`config.mk`:
```
export PLATFORM = sky130hd
export DESIGN_NAME = timer_arbiter
export DESIGN_NICKNAME = d
export VERILOG_FILES = /design/src/rtl/timer_arbiter.sv
export SDC_FILE = /design/constraint.sdc
export NUM_CORES = 1
export LEC_CHECK = 0
export BUFFER_PORTS_ARGS = -buffer_cell sky130_fd_sc_hd__buf_2
export CAP_MARGIN = 20
export CORE_AREA = 4 4 133 135
export CTS_BUF_LIST = sky130_fd_sc_hd__clkbuf_8
export DETAILED_ROUTE_END_ITERATION = 8
export DIE_AREA = 0 0 137 139
export GPL_TIMING_DRIVEN = 0
export PLACE_DENSITY = 0.75
export SLEW_MARGIN = 20
export SYNTH_ARGS = -nofsm -noshare
export SYNTH_HDL_FRONTEND = slang
export SYNTH_SLANG_ARGS = --single-unit
```
`constraint.sdc`:
```
create_clock -name clk -period 3.55 [get_ports clk]
set_input_delay 0.1775 -clock clk [delete_from_list [all_inputs] [get_ports clk]]
set_output_delay 0.1775 -clock clk [all_outputs]
set_load 0.01 [all_outputs]
```
`src/rtl/timer_arbiter.sv`:
```
// timer_arbiter: shares one one-shot 64-bit timer among NUM_REQ requesters, granting round-robin.
// Optional macro TIMER_ARB_IRQ_EN adds sticky per-requester expiry status and a masked interrupt.
module timer_arbiter #(
  parameter int NUM_REQ = 4,
  parameter int PTR_W   = $clog2(NUM_REQ)
) (
  input  logic                   clk,
  input  logic                   rst,
  input  logic [NUM_REQ-1:0]     req,
  input  logic [NUM_REQ*64-1:0]  req_period,
  input  logic [NUM_REQ-1:0]     cancel,
  output logic [NUM_REQ-1:0]     grant,
  output logic [NUM_REQ-1:0]     expired,
  output logic                   busy,
  output logic [PTR_W-1:0]       owner,
  output logic [63:0]            tmr_cmp_value,
  output logic                   tmr_start,
  output logic                   tmr_en,
  output logic                   tmr_int_en,
  output logic                   tmr_auto_reload,
  input  logic                   tmr_done
`ifdef TIMER_ARB_IRQ_EN
  ,
  output logic [NUM_REQ-1:0]     irq_status,
  input  logic [NUM_REQ-1:0]     irq_clr,
  output logic                   irq,
  input  logic [NUM_REQ-1:0]     irq_mask
`endif
);

  typedef enum logic [1:0] {
    S_IDLE,
    S_RUN,
    S_ZERO
  } state_t;

  localparam logic [NUM_REQ-1:0] ONE_HOT_0 = {{(NUM_REQ-1){1'b0}}, 1'b1};
  localparam logic [PTR_W-1:0]   LAST_IDX  = PTR_W'(NUM_REQ - 1);

  state_t               r_state, w_state_nxt;
  logic [PTR_W-1:0]     r_ptr, w_ptr_nxt;
  logic [PTR_W-1:0]     r_owner, w_owner_nxt, w_owner_inc;
  logic [NUM_REQ-1:0]   r_grant, w_grant_nxt;
  logic [NUM_REQ-1:0]   r_expired, w_expired_nxt;
  logic [63:0]          r_cmp, w_cmp_nxt;
  logic                 r_start, w_start_nxt;
  logic                 r_en, w_en_nxt;
  logic                 r_busy, w_busy_nxt;

  logic [NUM_REQ-1:0]   w_cand;
  logic [PTR_W-1:0]     w_sel;
  logic                 w_sel_vld;
  logic [63:0]          w_sel_period;
  int                   w_idx;

  // A requester cancelling in the same cycle it requests is not eligible.
  assign w_cand       = req & ~cancel;
  assign w_sel_period = req_period[64*w_sel +: 64];
  assign w_owner_inc  = (r_owner == LAST_IDX) ? '0 : r_owner + PTR_W'(1);

  always_comb begin
    w_sel     = '0;
    w_sel_vld = 1'b0;
    w_idx     = 0;
    for (int k = 0; k < NUM_REQ; k++) begin
      w_idx = int'(r_ptr) + k;
      if (w_idx >= NUM_REQ) w_idx = w_idx - NUM_REQ;
      if (!w_sel_vld && w_cand[w_idx]) begin
        w_sel     = PTR_W'(w_idx);
        w_sel_vld = 1'b1;
      end
    end
  end

  always_comb begin
    // NOTE: every signal gets a default before the case so no path leaves one unassigned (no latch).
    w_state_nxt   = r_state;
    w_ptr_nxt     = r_ptr;
    w_owner_nxt   = r_owner;
    w_cmp_nxt     = r_cmp;
    w_grant_nxt   = '0;
    w_expired_nxt = '0;
    w_start_nxt   = 1'b0;
    w_en_nxt      = r_en;
    w_busy_nxt    = r_busy;
    case (r_state)
      S_IDLE: begin
        if (w_sel_vld) begin
          w_grant_nxt = ONE_HOT_0 << w_sel;
          w_owner_nxt = w_sel;
          w_cmp_nxt   = w_sel_period;
          w_busy_nxt  = 1'b1;
          if (w_sel_period != 64'd0) begin
            w_start_nxt = 1'b1;
            w_en_nxt    = 1'b1;
            w_state_nxt = S_RUN;
          end else begin
            w_state_nxt = S_ZERO;
          end
        end
      end
      S_RUN: begin
        // Done takes priority over a simultaneous cancel so a finished delay is never lost.
        if (tmr_done || cancel[r_owner]) begin
          w_expired_nxt = tmr_done ? (ONE_HOT_0 << r_owner) : '0;
          w_en_nxt      = 1'b0;
          w_busy_nxt    = 1'b0;
          w_ptr_nxt     = w_owner_inc;
          w_state_nxt   = S_IDLE;
        end
      end
      S_ZERO: begin
        w_expired_nxt = ONE_HOT_0 << r_owner;
        w_busy_nxt    = 1'b0;
        w_ptr_nxt     = w_owner_inc;
        w_state_nxt   = S_IDLE;
      end
      default: w_state_nxt = S_IDLE;
    endcase
  end

  // NOTE: state registers use non-blocking assignment so all flops update from pre-edge values.
  always_ff @(posedge clk) begin
    if (rst) begin
      r_state   <= S_IDLE;
      r_ptr     <= '0;
      r_owner   <= '0;
      r_cmp     <= '0;
      r_grant   <= '0;
      r_expired <= '0;
      r_start   <= 1'b0;
      r_en      <= 1'b0;
      r_busy    <= 1'b0;
    end else begin
      r_state   <= w_state_nxt;
      r_ptr     <= w_ptr_nxt;
      r_owner   <= w_owner_nxt;
      r_cmp     <= w_cmp_nxt;
      r_grant   <= w_grant_nxt;
      r_expired <= w_expired_nxt;
      r_start   <= w_start_nxt;
      r_en      <= w_en_nxt;
      r_busy    <= w_busy_nxt;
    end
  end

  assign grant           = r_grant;
  assign expired         = r_expired;
  assign busy            = r_busy;
  assign owner           = r_owner;
  assign tmr_cmp_value   = r_cmp;
  assign tmr_start       = r_start;
  assign tmr_en          = r_en;
  assign tmr_int_en      = 1'b0;
  assign tmr_auto_reload = 1'b0;

`ifdef TIMER_ARB_IRQ_EN
  logic [NUM_REQ-1:0] r_irq_status;

  // Set dominates clear so an expiry coinciding with a clear is not dropped.
  always_ff @(posedge clk) begin
    if (rst) r_irq_status <= '0;
    else     r_irq_status <= (r_irq_status & ~irq_clr) | r_expired;
  end

  assign irq_status = r_irq_status;
  assign irq        = |(r_irq_status & irq_mask);
`endif

endmodule

```
==> PnR_summary.wiki, run 1 <==
{| class="wikitable"
! Metric !! Value
|-
| Cell breakdown of the critical path || nand3b_2, a21o_1, buf_2, and3_4, buf_6, buf_2, a211oi_1, o22ai_1, or4_4, nor4_4, buf_4, nor4_1, or3_1
|-
| Internal power || 2.00 mW
|-
| Dominant register cell in the synthesized netlist || sky130_fd_sc_hd__dfxtp_1
|-
| Worst hold-check path type || input port to register
|-
| Cell row count || 47
|-
| Setup Crit Path Kind || register to register
|-
| Shortest period the worst path allows || approximately 3400 ps
|-
| Final Total Pwr || 3.40 mW
|-
| Number of enable flip-flop cells after synthesis || 0
|-
| Clk sink count || 81
|-
| Result of the run || complete, no violations
|-
| Portion of total power attributed to sequential cells || 0.324
|-
| Max-capacitance violation count || 0
|-
| Worst Skew || 7.03 ps
|-
| Via count || 8514
|-
| Async set-or-reset flop fraction in the synthesized netlist || 0
|-
| Share of layout cells above drive strength 1 || 0.339
|-
| Synth-to-Final Area Change || 42.4%
|-
| Max Transition Viols Final || 0
|-
| Combined area of all synthesized cells || 5890 um2
|-
| Flops & latches, synth || 81
|-
| Total CTS buffers || 9
|-
| Count of input and output buffers || 342
|-
| Vias in the first global route || roughly 7800
|-
| Clk Tree Root Cell || sky130_fd_sc_hd__clkbuf_8
|-
| WP data arrival || 3690 ps
|-
| Tcrit/Tclk final || 0.967
|-
| Vias per inst || 5.67
|-
| Endpoints failing hold || 0
|-
| Total detailed-routing wirelength || around 33000 um
|-
| Net switching component of the power || 1.40 mW
|-
| Combinational cell fraction of total power || 0.446
|-
| DIE HEIGHT || 139 um
|-
| Total global routing track utilization || 0.335
|-
| Width of the chip || 137 um
|-
| Antenna violations before repair || 8
|-
| Post-synthesis average cell area || 6.48 um2
|-
| Fmax || ~0.29 GHz
|-
| Detailed Place HPWL || 27300 um
|-
| Cell repeated most along the worst path || sky130_fd_sc_hd__buf_2
|-
| Yosys warnings || 0
|-
| Family with the most delay on the worst path || simple AND/OR/NAND/NOR gates
|-
| CTS Hold Bufs || 0
|-
| Required time at the endpoint of the critical path || 3810 ps
|-
| Clock-pin slew reported for the worst setup and hold paths after clock tree synthesis || approximately 90 ps
|-
| Starting DRC count in detailed routing || 972
|-
| Global placement routability congestion || 1.01
|-
| DIE AREA || between 15000 and 20000 um2
|-
| Worst IR drop on VDD || 0.000263 V
|-
| Floorplan core area || approximately 16000 um2
|-
| Highest-delay cell along the critical path || sky130_fd_sc_hd__or4_4
|-
| Crit path max fanout || 10
|-
| Source-to-sink clock delay at the later pin of the worst-skew pair || 380 ps
|-
| Length of the first detailed-routing pass in iterations || 5
|-
| Clk network pwr share || 0.231
|-
| Clock tree from TritonCTS || yes
|-
| Post-detailed-route wirelength per cell || 22.2 um
|-
| Accumulated negative setup slack || 0 ps
|-
| H-tree level count || 3
|-
| Nature of the critical path endpoint || register
|-
| Remaining global-route overflow || 0
|-
| CTS max path bufs || 2
|-
| Cells after synthesis || ~910
|-
| Net switching share of the total power || 0.412
|-
| Distinct cell type count after synthesis || between 50 and 60
|-
| Max stage delay on crit path || 450 ps
|-
| Setup violators final || 0
|-
| Post-detailed-route count of antenna-violating nets || 0
|-
| Worst Max-Slew Pin Slew || 771 ps
|-
| Leak Pwr || around 4.0 nW
|-
| Power density relative to cell area || 405 nW/um2
|-
| Pin count of the biggest net entering global routing || 13
|-
| Initial Utilization || 0.357
|-
| Sequential cell area fraction in the yosys report || 0.276
|-
| Type of origin of the critical path || register
|-
| Combined buffer and inverter count along the critical path || 4
|-
| Max-slew headroom || 0.486
|-
| Nets@finish || 1548
|-
| Number of top-level pins || 346
|-
| Post-route DRC || 0
|-
| First-pass GRT wire length || slightly below 50000 um
|}
## cell usage in the layout, fill, tap and decap left out, types with 2 or more instances in the layout
master                      count
sky130_fd_sc_hd__a211oi_2      30
sky130_fd_sc_hd__buf_4         13
sky130_fd_sc_hd__clkbuf_8      11
sky130_fd_sc_hd__buf_1          3
sky130_fd_sc_hd__clkbuf_2       6
sky130_fd_sc_hd__a211oi_4       2
sky130_fd_sc_hd__nor2b_1        4
sky130_fd_sc_hd__bufinv_16      2
sky130_fd_sc_hd__mux2i_1        8
sky130_fd_sc_hd__a21oi_1       73
sky130_fd_sc_hd__or4_4          3
sky130_fd_sc_hd__nand2b_1       2
sky130_fd_sc_hd__o2111ai_1      2
sky130_fd_sc_hd__nor2_1        36
sky130_fd_sc_hd__nor4_1        39
sky130_fd_sc_hd__inv_1         51
sky130_fd_sc_hd__o21ai_0        3
sky130_fd_sc_hd__or4_1          3
sky130_fd_sc_hd__clkbuf_4       2
sky130_fd_sc_hd__a211oi_1      14
sky130_fd_sc_hd__a311o_1        3
sky130_fd_sc_hd__clkbuf_1      60
sky130_fd_sc_hd__buf_6          4
sky130_fd_sc_hd__nand2_1      212
sky130_fd_sc_hd__a31oi_1       48
sky130_fd_sc_hd__nor3b_1        2
sky130_fd_sc_hd__ha_1           8
sky130_fd_sc_hd__dfxtp_1       80
sky130_fd_sc_hd__and2_1         4
sky130_fd_sc_hd__diode_2        6
sky130_fd_sc_hd__o211ai_1       3
sky130_fd_sc_hd__nand4_1        4
sky130_fd_sc_hd__nand3_1      124
sky130_fd_sc_hd__o22ai_1       10
sky130_fd_sc_hd__conb_1         2
sky130_fd_sc_hd__nor3_1        31
sky130_fd_sc_hd__buf_2        346
sky130_fd_sc_hd__or3_1          4
## worst reg2reg max path, stage by stage, from the launching register on
cell	delay [ps]
sky130_fd_sc_hd__dfxtp_2	400
sky130_fd_sc_hd__nand3b_2	140
sky130_fd_sc_hd__a21o_1	200
sky130_fd_sc_hd__buf_2	180
sky130_fd_sc_hd__and3_4	210
sky130_fd_sc_hd__buf_6	140
sky130_fd_sc_hd__buf_2	210
sky130_fd_sc_hd__a211oi_1	360
sky130_fd_sc_hd__o22ai_1	170
sky130_fd_sc_hd__or4_4	450
sky130_fd_sc_hd__nor4_4	270
sky130_fd_sc_hd__buf_4	180
sky130_fd_sc_hd__nor4_1	50
sky130_fd_sc_hd__or3_1	360
## stage by stage
step	worst slack, ps	hold slack (ps)	area (um2)	utilization	cells
3_3_place_gp	-167	439	7880	0.478	1471
2_1_floorplan	485	438	5890	-	909
5_1_grt	-72.5	188	8380	0.509	1502
6_report	118	194	8380	0.509	1502
4_1_cts	2.05	171	8240	0.501	1490
3_5_place_dp	-125	447	7880	0.478	1471
## what timing repair did
item | CTS | global route
buffers inserted | 5 | 6
gates cloned | 0 | 0
endpoints found under the hold margin | 0 | 0
setup endpoints to repair | 8 | 40
pin swaps | 3 | 3
gates resized for setup | 23 | 27
## cells in the mapped netlist, types with 2 or more instances
cell type,instances,area share
sky130_fd_sc_hd__nand2_1,212,0.14
sky130_fd_sc_hd__nand3_1,125,0.11
sky130_fd_sc_hd__dfxtp_1,81,0.28
sky130_fd_sc_hd__a21oi_1,73,0.062
sky130_fd_sc_hd__clkbuf_1,66,0.042
sky130_fd_sc_hd__inv_1,51,0.033
sky130_fd_sc_hd__a31oi_1,48,0.051
sky130_fd_sc_hd__a211oi_1,43,0.055
sky130_fd_sc_hd__nor4_1,39,0.041
sky130_fd_sc_hd__nor2_1,36,0.023
sky130_fd_sc_hd__nor3_1,31,0.026
sky130_fd_sc_hd__o22ai_1,10,0.011
sky130_fd_sc_hd__ha_1,8,0.017
sky130_fd_sc_hd__mux2i_1,8,0.014
sky130_fd_sc_hd__buf_2,5,0.0043
sky130_fd_sc_hd__and2_1,4,0.0043
sky130_fd_sc_hd__buf_1,4,0.0026
sky130_fd_sc_hd__buf_6,4,0.0077
sky130_fd_sc_hd__nand4_1,4,0.0043
sky130_fd_sc_hd__nor2b_1,4,0.0043
sky130_fd_sc_hd__or3_1,4,0.0043
sky130_fd_sc_hd__a211oi_2,3,0.0064
sky130_fd_sc_hd__a311o_1,3,0.0051
sky130_fd_sc_hd__nor3b_1,3,0.0038
sky130_fd_sc_hd__o211ai_1,3,0.0038
sky130_fd_sc_hd__o21ai_0,3,0.0026
sky130_fd_sc_hd__or4_1,3,0.0038
sky130_fd_sc_hd__or4_4,3,0.0057
sky130_fd_sc_hd__buf_4,2,0.0026
sky130_fd_sc_hd__nand2b_1,2,0.0021
sky130_fd_sc_hd__o2111ai_1,2,0.0030
## final cells by class
type                            count  area, um2
Antenna cell                        6       15.0
Buffer                             81        362
Clock buffer                       11        151
Clock inverter                      3       65.1
Fill cell                        1742       8080
Inverter                           51        191
Multi-Input combinational cell    696       3910
Sequential cell                    81       1620
Tap cell                          220        275
Timing Repair Buffer              353       1790
## metal layers
| layer | up-vias | global-route usage | share of wire |
|---|---|---|---|
| met4 | 2 | 0.111 | 0.028 |
| met3 | 59 | 0.0635 | 0.10 |
| met5 | - | 0 | 0.00036 |
| li1 | 3955 | - | - |
| met1 | 3984 | 0.472 | 0.41 |
| met2 | 514 | 0.514 | 0.47 |
## power by group through the flow
stage,Clock [mW],Sequential [mW],Combinational [mW]
after CTS,0.792,1.10,1.45
after global placement,0,1.11,1.41
final,0.784,1.10,1.51
after detailed placement,0,1.12,1.41
after global routing,0.823,1.11,1.63
after floorplan,0,1.16,0.741
## flip-flops by register name, indices dropped and copies added (netlist names)
name / count
tmr_cmp_value: 64
expired: 4
grant: 4
owner: 2
r_ptr: 2
r_state: 2
busy: 1
tmr_en: 1
tmr_start: 1
## cell families after synthesis
group                    count (synthesis)  share of synthesized area
adder cells (fa/ha/maj)                  8                     0.0170
AO/OA/AOI/OAI                          197                      0.216
buffers and inverters                  132                     0.0916
other                                    1                   0.000637
flip-flops                              81                      0.276
multiplexers                            10                     0.0193
AND/OR/NAND/NOR                        479                      0.380
## final timing paths
path	start	to	slack, ps	cells past startpoint
worst min-delay path	req_period[138]	tmr_cmp_value[10]$_SDFFE_PP0P_	190	5
worst max register to register	r_ptr[1]$_SDFFE_PP0P_	tmr_en$_SDFFE_PP0P_	120	13
worst max-delay path	r_ptr[1]$_SDFFE_PP0P_	tmr_en$_SDFFE_PP0P_	120	13
worst min register to register	tmr_cmp_value[39]$_SDFFE_PP0P_	tmr_cmp_value[39]$_SDFFE_PP0P_	460	2
(Power assumes the default switching activity.)
==> run 2, diff against run 1 <==
--- a/config.mk
+++ b/config.mk
@@ -12,7 +12,7 @@
 export DETAILED_ROUTE_END_ITERATION = 8
 export DIE_AREA = 0 0 137 139
 export GPL_TIMING_DRIVEN = 0
-export PLACE_DENSITY = 0.75
+export PLACE_DENSITY = 0.68
 export SLEW_MARGIN = 20
 export SYNTH_ARGS = -nofsm -noshare
 export SYNTH_HDL_FRONTEND = slang
==> run 2 against run 1 <==
Effect of this change: clock skew rose by 8.0 ps; wire length is 1.3% higher; highest routed layer unchanged; total power down 0.29%; register-to-register slack got worse by 60 ps; worst setup slack got worse by 61 ps; utilization fell by 0.58 points; critical path depth is 1 lower; largest power group unchanged; hold slack improved by 0.77 ps.
==> PnR_summary.wiki, run 2 (synthesized netlist as in run 1, its figures left out) <==
{| class="wikitable"
! Metric !! Value
|-
| Shortest period the worst path allows || 3490 ps (+60.8 ps)
|-
| Total global routing track utilization || 0.334 (-0.00164)
|-
| Total CTS buffers || 9 (unchanged)
|-
| Final core utilization || 0.503 (-0.00578)
|-
| Share of layout cells above drive strength 1 || 0.332 (-0.00732)
|-
| First-pass GRT wire length || 47600 um (-0.98%)
|-
| Clock-pin slew reported for the worst setup and hold paths after clock tree synthesis || 90 ps (about the same)
|-
| Final Total Pwr || 3.39 mW (-0.29%)
|-
| Length of the first detailed-routing pass in iterations || 6 (+1)
|-
| CTS max path bufs || 2 (unchanged)
|-
| Required time at the endpoint of the critical path || 3810 ps (about the same)
|-
| Starting DRC count in detailed routing || 1041 (+7.1%)
|-
| Count of input and output buffers || 342 (unchanged)
|-
| Global placement routability congestion || 0.982 (-2.7%)
|-
| Clk sink count || 81 (unchanged)
|-
| Setup Crit Path Kind || register to register
|-
| Width of the chip || 137 um (unchanged)
|-
| Synth-to-Final Area Change || 40.8%
|-
| Nets@finish || 1541 (-0.45%)
|-
| Tcrit/Tclk final || 0.984 (+0.0171)
|-
| Post-detailed-route wirelength per cell || 22.6 um (+1.6%)
|-
| Initial Utilization || 0.357 (unchanged)
|-
| Max stage delay on crit path || 570 ps (+120 ps)
|-
| Detailed Place HPWL || 27500 um (+0.82%)
|-
| Worst hold-check path type || input port to register
|-
| Source-to-sink clock delay at the later pin of the worst-skew pair || 380 ps (about the same)
|-
| Commonest non-fill, non-tap cells in the layout || 348 x sky130_fd_sc_hd__buf_2, 212 x sky130_fd_sc_hd__nand2_1, 125 x sky130_fd_sc_hd__nand3_1
|-
| Cell repeated most along the worst path || sky130_fd_sc_hd__buf_2
|-
| Post-detailed-placement cell area || 7880 um2 (unchanged)
|-
| Post-route non-filler standard cell count || 1498 (-0.27%)
|-
| DIE AREA || 19000 um2 (unchanged)
|-
| Worst IR drop on VDD || 0.000220 V (-16%)
|-
| Worst Skew || 15.1 ps (+8.03 ps)
|-
| Cell breakdown of the critical path || nand3b_2, a21o_1, buf_2, and3_4, buf_6, buf_2, a211oi_1, o22ai_1, or4_4, nor4_4, nor4_1, or3_1
|-
| WP data arrival || 3750 ps (+60 ps)
|-
| Hold slack final || 195 ps (+0.774 ps)
|-
| Layout Cell Area excl Fill || 8290 um2 (-1.1%)
|-
| Vias in the first global route || 7836 (-0.14%)
|-
| Floorplan core area || 16500 um2 (unchanged)
|-
| Nature of the critical path endpoint || register
|-
| Pin count of the biggest net entering global routing || 15 (+2)
|-
| Max Transition Viols Final || 0 (unchanged)
|-
| Clk Tree Root Cell || sky130_fd_sc_hd__clkbuf_8
|-
| Most frequent standard cell in the layout excluding fill and tap cells || sky130_fd_sc_hd__buf_2
|-
| Number of filler cells placed in the layout || 1757 (+0.86%)
|-
| Highest-delay cell along the critical path || sky130_fd_sc_hd__or4_4
|-
| Total detailed-routing wirelength || 33800 um (+1.3%)
|-
| Setup violators final || 0 (unchanged)
|-
| Endpoints failing hold || 0 (unchanged)
|-
| Cell row count || 47 (unchanged)
|-
| Post-Place Cells || 1471 (unchanged)
|-
| Post-detailed-route count of antenna-violating nets || 0 (unchanged)
|-
| Post-route DRC || 0 (unchanged)
|-
| H-tree level count || 3 (unchanged)
|-
| Leak Pwr || 3.96 nW (-0.74%)
|-
| Clock tree from TritonCTS || yes
|-
| Power density relative to cell area || 409 nW/um2 (+0.86%)
|-
| Result of the run || complete, no violations
|-
| Number of top-level pins || 346 (unchanged)
|-
| Type of origin of the critical path || register
|-
| Via count || 8529 (+0.18%)
|-
| Crit path max fanout || 10 (unchanged)
|-
| Flip-flop count of the largest register after layout || 64 (unchanged)
|-
| DIE HEIGHT || 139 um (unchanged)
|-
| Antenna violations before repair || 7 (-1)
|-
| Max-slew headroom || 0.486 (about the same)
|-
| Remaining global-route overflow || 0 (unchanged)
|-
| Vias per inst || 5.69 (+0.44%)
|-
| Worst Max-Slew Pin Slew || 764 ps (-6.48 ps)
|-
| Fmax || 0.286 GHz (-1.7%)
|-
| Max-capacitance violation count || 0 (unchanged)
|}
-- run 2: worst paths after layout --
path	slack (ps)	from	to	depth (start not counted)
worst max-delay path	60	r_ptr[1]$_SDFFE_PP0P_	tmr_en$_SDFFE_PP0P_	12
worst min-delay path	200	req_period[163]	tmr_cmp_value[35]$_SDFFE_PP0P_	5
worst max register to register	60	r_ptr[1]$_SDFFE_PP0P_	tmr_en$_SDFFE_PP0P_	12
worst min register to register	460	tmr_cmp_value[23]$_SDFFE_PP0P_	tmr_cmp_value[23]$_SDFFE_PP0P_	2
-- run 2: layout make-up --
cell class                      instances  area [um2]  share of cell area
Multi-Input combinational cell        696        3850               0.465
Timing Repair Buffer                  346        1750               0.212
Sequential cell                        81        1620               0.196
Buffer                                 81         359              0.0433
Tap cell                              220         275              0.0332
Inverter                               51         191              0.0231
Clock buffer                            9         124              0.0149
Clock inverter                          7        92.6              0.0112
Antenna cell                            7        17.5             0.00211
-- run 2: through the flow --
stage                     TNS, ps  worst slack [ps]
after floorplan                 0               485
after global placement      -4390              -280
after detailed placement    -6970              -351
after CTS                       0              2.16
after global routing         -108             -63.1
final                           0              57.3
-- run 2: routing by layer --
metal | wire (um) | share of wire | global-route usage
met3 | 3520 | 0.10 | 0.0802
met5 | 7 | 0.00021 | 0
met4 | 994 | 0.029 | 0.108
met2 | 15700 | 0.46 | 0.517
met1 | 13600 | 0.40 | 0.455
-- run 2: repair_timing --
item	CTS	global route
buffers inserted	2	2
pin swaps	3	2
setup endpoints to repair	43	3
gates resized for setup	21	16
hold buffers	0	0
-- run 2: worst max-delay path, delay by kind of cell, from the launching register on --
| kind | cells | cell delay, ps |
|---|---|---|
| AOI/OAI and AO/OA | 3 | 710 |
| DFF | 1 | 410 |
| buffers and inverters | 3 | 520 |
| and+or+nand+nor | 6 | 1730 |
-- run 2: report_power, final --
part           switching, mW  internal [mW]
clock                  0.384          0.396
sequential            0.0767           1.03
combinational          0.969          0.534
total                   1.43           1.96
==> run 3, diff against run 2 <==
--- a/config.mk
+++ b/config.mk
@@ -13,6 +13,7 @@
 export DIE_AREA = 0 0 137 139
 export GPL_TIMING_DRIVEN = 0
 export PLACE_DENSITY = 0.68
+export RECOVER_POWER = 25
 export SLEW_MARGIN = 20
 export SYNTH_ARGS = -nofsm -noshare
 export SYNTH_HDL_FRONTEND = slang
==> run 3 against run 2 <==
Effect of this change: total power is 0.38% lower; clock power is essentially flat; worst setup slack got worse by 4.4 ps; die area stayed put; combinational power hardly changed; count of clock-buffer cells in the layout stayed put; design area is 0.62% lower; via count shrank 0.41%; wire length decreased by 0.12%.
==> PnR_summary.wiki, run 3 (synthesized netlist as in run 1, its figures left out) <==
{| class="wikitable"
! Metric !! Value
|-
| Result of the run || complete, no violations
|-
| CTS max path bufs || 2 (unchanged)
|-
| Floorplan core area || 16500 um2 (unchanged)
|-
| Total CTS buffers || 9 (unchanged)
|-
| Leak Pwr || 3.80 nW (-3.9%)
|-
| Stages on the worst setup path || 10 (-2)
|-
| Synth-to-Final Area Change || 39.9%
|-
| Family with the most delay on the worst path || simple AND/OR/NAND/NOR gates
|-
| Clock-pin slew reported for the worst setup and hold paths after clock tree synthesis || 90 ps (about the same)
|-
| Max-capacitance violation count || 0 (unchanged)
|-
| H-tree level count || 3 (unchanged)
|-
| Max Transition Viols Final || 0 (unchanged)
|-
| Number of top-level pins || 346 (unchanged)
|-
| Number of filler cells placed in the layout || 1781 (+1.4%)
|-
| Commonest non-fill, non-tap cells in the layout || 309 x sky130_fd_sc_hd__buf_2, 212 x sky130_fd_sc_hd__nand2_1, 125 x sky130_fd_sc_hd__nand3_1
|-
| Area used by sequential logic in the layout || 1620 um2 (unchanged)
|-
| Post-route DRC || 0 (unchanged)
|-
| Launching element of the worst setup path || r_ptr[1]$_SDFFE_PP0P_
|-
| Worst reg-to-reg path cell count || 10 (-2)
|-
| Pin count of the biggest net entering global routing || 15 (unchanged)
|-
| Setup violators final || 0 (unchanged)
|-
| R2R Path End || tmr_en$_SDFFE_PP0P_
|-
| Combined buffer and inverter count along the critical path || 2 (-1)
|-
| Length of the first detailed-routing pass in iterations || 9 (+3)
|-
| Setup slack, reg-to-reg || 50 ps (about the same)
|-
| Type of origin of the critical path || register
|-
| Shortest period the worst path allows || 3500 ps (+4.40 ps)
|-
| Power density relative to cell area || 410 nW/um2 (+0.24%)
|-
| Total detailed-routing wirelength || 33800 um (-0.12%)
|-
| Nature of the critical path endpoint || register
|-
| Portion of total power attributed to sequential cells || 0.327 (about the same)
|-
| Via count || 8494 (-0.41%)
|-
| Share of layout cells above drive strength 1 || 0.301 (-0.0307)
|-
| Total global routing track utilization || 0.334 (unchanged)
|-
| Clk sink count || 81 (unchanged)
|-
| Combinational cell fraction of total power || 0.441 (-0.003)
|-
| Fmax || 0.286 GHz (-0.13%)
|-
| Global placement routability congestion || 0.982 (unchanged)
|-
| Clock tree from TritonCTS || yes
|-
| Clk network pwr share || 0.231 (about the same)
|-
| Antenna violations before repair || 7 (unchanged)
|-
| Worst hold-check path type || input port to register
|-
| Worst Slack Setup Final || 52.9 ps (-4.40 ps)
|-
| Accumulated negative setup slack || 0 ps (unchanged)
|-
| Post-detailed-route count of antenna-violating nets || 0 (unchanged)
|-
| Most frequent standard cell in the layout excluding fill and tap cells || sky130_fd_sc_hd__buf_2
|-
| Pre-CTS setup slack || -351 ps (unchanged)
|-
| Cell row count || 47 (unchanged)
|-
| Worst Max-Slew Pin Slew || 770 ps (+5.81 ps)
|-
| Tcrit/Tclk final || 0.985 (+0.00124)
|-
| Worst Skew || 14.8 ps (-0.263 ps)
|-
| Max-slew headroom || 0.482 (-0.00391)
|-
| DIE HEIGHT || 139 um (unchanged)
|-
| Starting DRC count in detailed routing || 1006 (-3.4%)
|-
| Crit path max fanout || 10 (unchanged)
|-
| Initial Utilization || 0.357 (unchanged)
|-
| Net switching share of the total power || 0.424 (+0.00190)
|-
| WP data arrival || 3760 ps (about the same)
|-
| Detailed Place HPWL || 27500 um (unchanged)
|-
| Highest-delay cell along the critical path || sky130_fd_sc_hd__or4_4
|-
| DIE AREA || 19000 um2 (unchanged)
|-
| Internal power || 1.94 mW (-0.71%)
|-
| First-pass GRT wire length || 47600 um (unchanged)
|-
| Startpoint of the most critical register-to-register path || r_ptr[1]$_SDFFE_PP0P_
|-
| Last element of the critical path || tmr_en$_SDFFE_PP0P_
|-
| Final core utilization || 0.500 (-0.00311)
|-
| Flip-flop count of the largest register after layout || 64 (unchanged)
|-
| Count of input and output buffers || 342 (unchanged)
|-
| Max stage delay on crit path || 570 ps (about the same)
|-
| Post-detailed-route wirelength per cell || 22.6 um (about the same)
|-
| Vias per inst || 5.67 (-0.34%)
|-
| Nets@finish || 1541 (unchanged)
|-
| CTS Hold Bufs || 0 (unchanged)
|-
| Required time at the endpoint of the critical path || 3810 ps (about the same)
|-
| Post-Place Cells || 1471 (unchanged)
|-
| Post-route non-filler standard cell count || 1497 (-0.067%)
|-
| Source-to-sink clock delay at the later pin of the worst-skew pair || 390 ps (about the same)
|-
| Final Total Pwr || 3.38 mW (-0.38%)
|-
| Net switching component of the power || 1.43 mW (about the same)
|-
| Endpoints failing hold || 0 (unchanged)
|-
| Cell breakdown of the critical path || nand3b_1, and3_4, buf_6, buf_2, a211oi_1, o22ai_1, or4_4, nor4_4, nor4_1, or3_1
|-
| Clk Tree Root Cell || sky130_fd_sc_hd__clkbuf_8
|-
| Remaining global-route overflow || 0 (unchanged)
|-
| Multi-input logic area || 3850 um2 (unchanged)
|-
| Vias in the first global route || 7836 (unchanged)
|-
| Width of the chip || 137 um (unchanged)
|-
| Worst IR drop on VDD || 0.000219 V (-0.19%)
|-
| Setup Crit Path Kind || register to register
|}
-- run 3: how the worst min path moves through the flow --
stage / startpoint / endpoint / cells past startpoint
after floorplan: req_period[185] / tmr_cmp_value[57]$_SDFFE_PP0P_ / 4
after global placement: tmr_cmp_value[36]$_SDFFE_PP0P_ / tmr_cmp_value[36]$_SDFFE_PP0P_ / 2
after detailed placement: tmr_cmp_value[36]$_SDFFE_PP0P_ / tmr_cmp_value[36]$_SDFFE_PP0P_ / 2
after CTS: req_period[163] / tmr_cmp_value[35]$_SDFFE_PP0P_ / 5
after global routing: req_period[230] / tmr_cmp_value[38]$_SDFFE_PP0P_ / 5
final: req_period[163] / tmr_cmp_value[35]$_SDFFE_PP0P_ / 5
-- run 3: stage by stage --
step           area, um2  hold WS, ps
2_1_floorplan       5890          438
3_5_place_dp        7880          446
5_1_grt             8240          209
4_1_cts             8210          172
6_report            8240          196
3_3_place_gp        7880          439
-- run 3: power by group through the flow --
| stage | clock network (mW) | registers (mW) | logic (mW) |
|---|---|---|---|
| 2_1_floorplan | 0 | 1.16 | 0.741 |
| 3_3_place_gp | 0 | 1.12 | 1.42 |
| 3_5_place_dp | 0 | 1.12 | 1.42 |
| 4_1_cts | 0.792 | 1.10 | 1.45 |
| 5_1_grt | 0.821 | 1.12 | 1.60 |
| 6_report | 0.781 | 1.11 | 1.49 |
-- run 3: worst register-to-register path, stage by stage, from the launching register on --
cell                       delay (ps)
sky130_fd_sc_hd__dfxtp_2          370
sky130_fd_sc_hd__nand3b_1         440
sky130_fd_sc_hd__and3_4           350
sky130_fd_sc_hd__buf_6            140
sky130_fd_sc_hd__buf_2            210
sky130_fd_sc_hd__a211oi_1         360
sky130_fd_sc_hd__o22ai_1          140
sky130_fd_sc_hd__or4_4            570
sky130_fd_sc_hd__nor4_4           360
sky130_fd_sc_hd__nor4_1            80
sky130_fd_sc_hd__or3_1            360
-- run 3: final cells by class --
class / count / area share
inverters: 51 / 0.0232
repair buffers: 346 / 0.207
plain buffers: 81 / 0.0436
clock buffers: 9 / 0.0150
diodes: 6 / 0.00182
well taps: 220 / 0.0334
multi-input cells: 696 / 0.468
clock inverters: 7 / 0.0112
flip-flops and latches: 81 / 0.197
-- run 3: metal layers --
layer | wire [um] | vias up | track usage
li1 | - | 3949 | -
met1 | 13800 | 3955 | 0.455
met2 | 15700 | 516 | 0.517
met3 | 3340 | 72 | 0.0802
met4 | 961 | 2 | 0.108
met5 | 7 | - | 0
-- run 3: timing repair --
action                     in CTS  in global routing
setup endpoints to repair      43                  3
setup buffers                   2                  2
pin swaps                       3                  2
resized for setup              21                 16
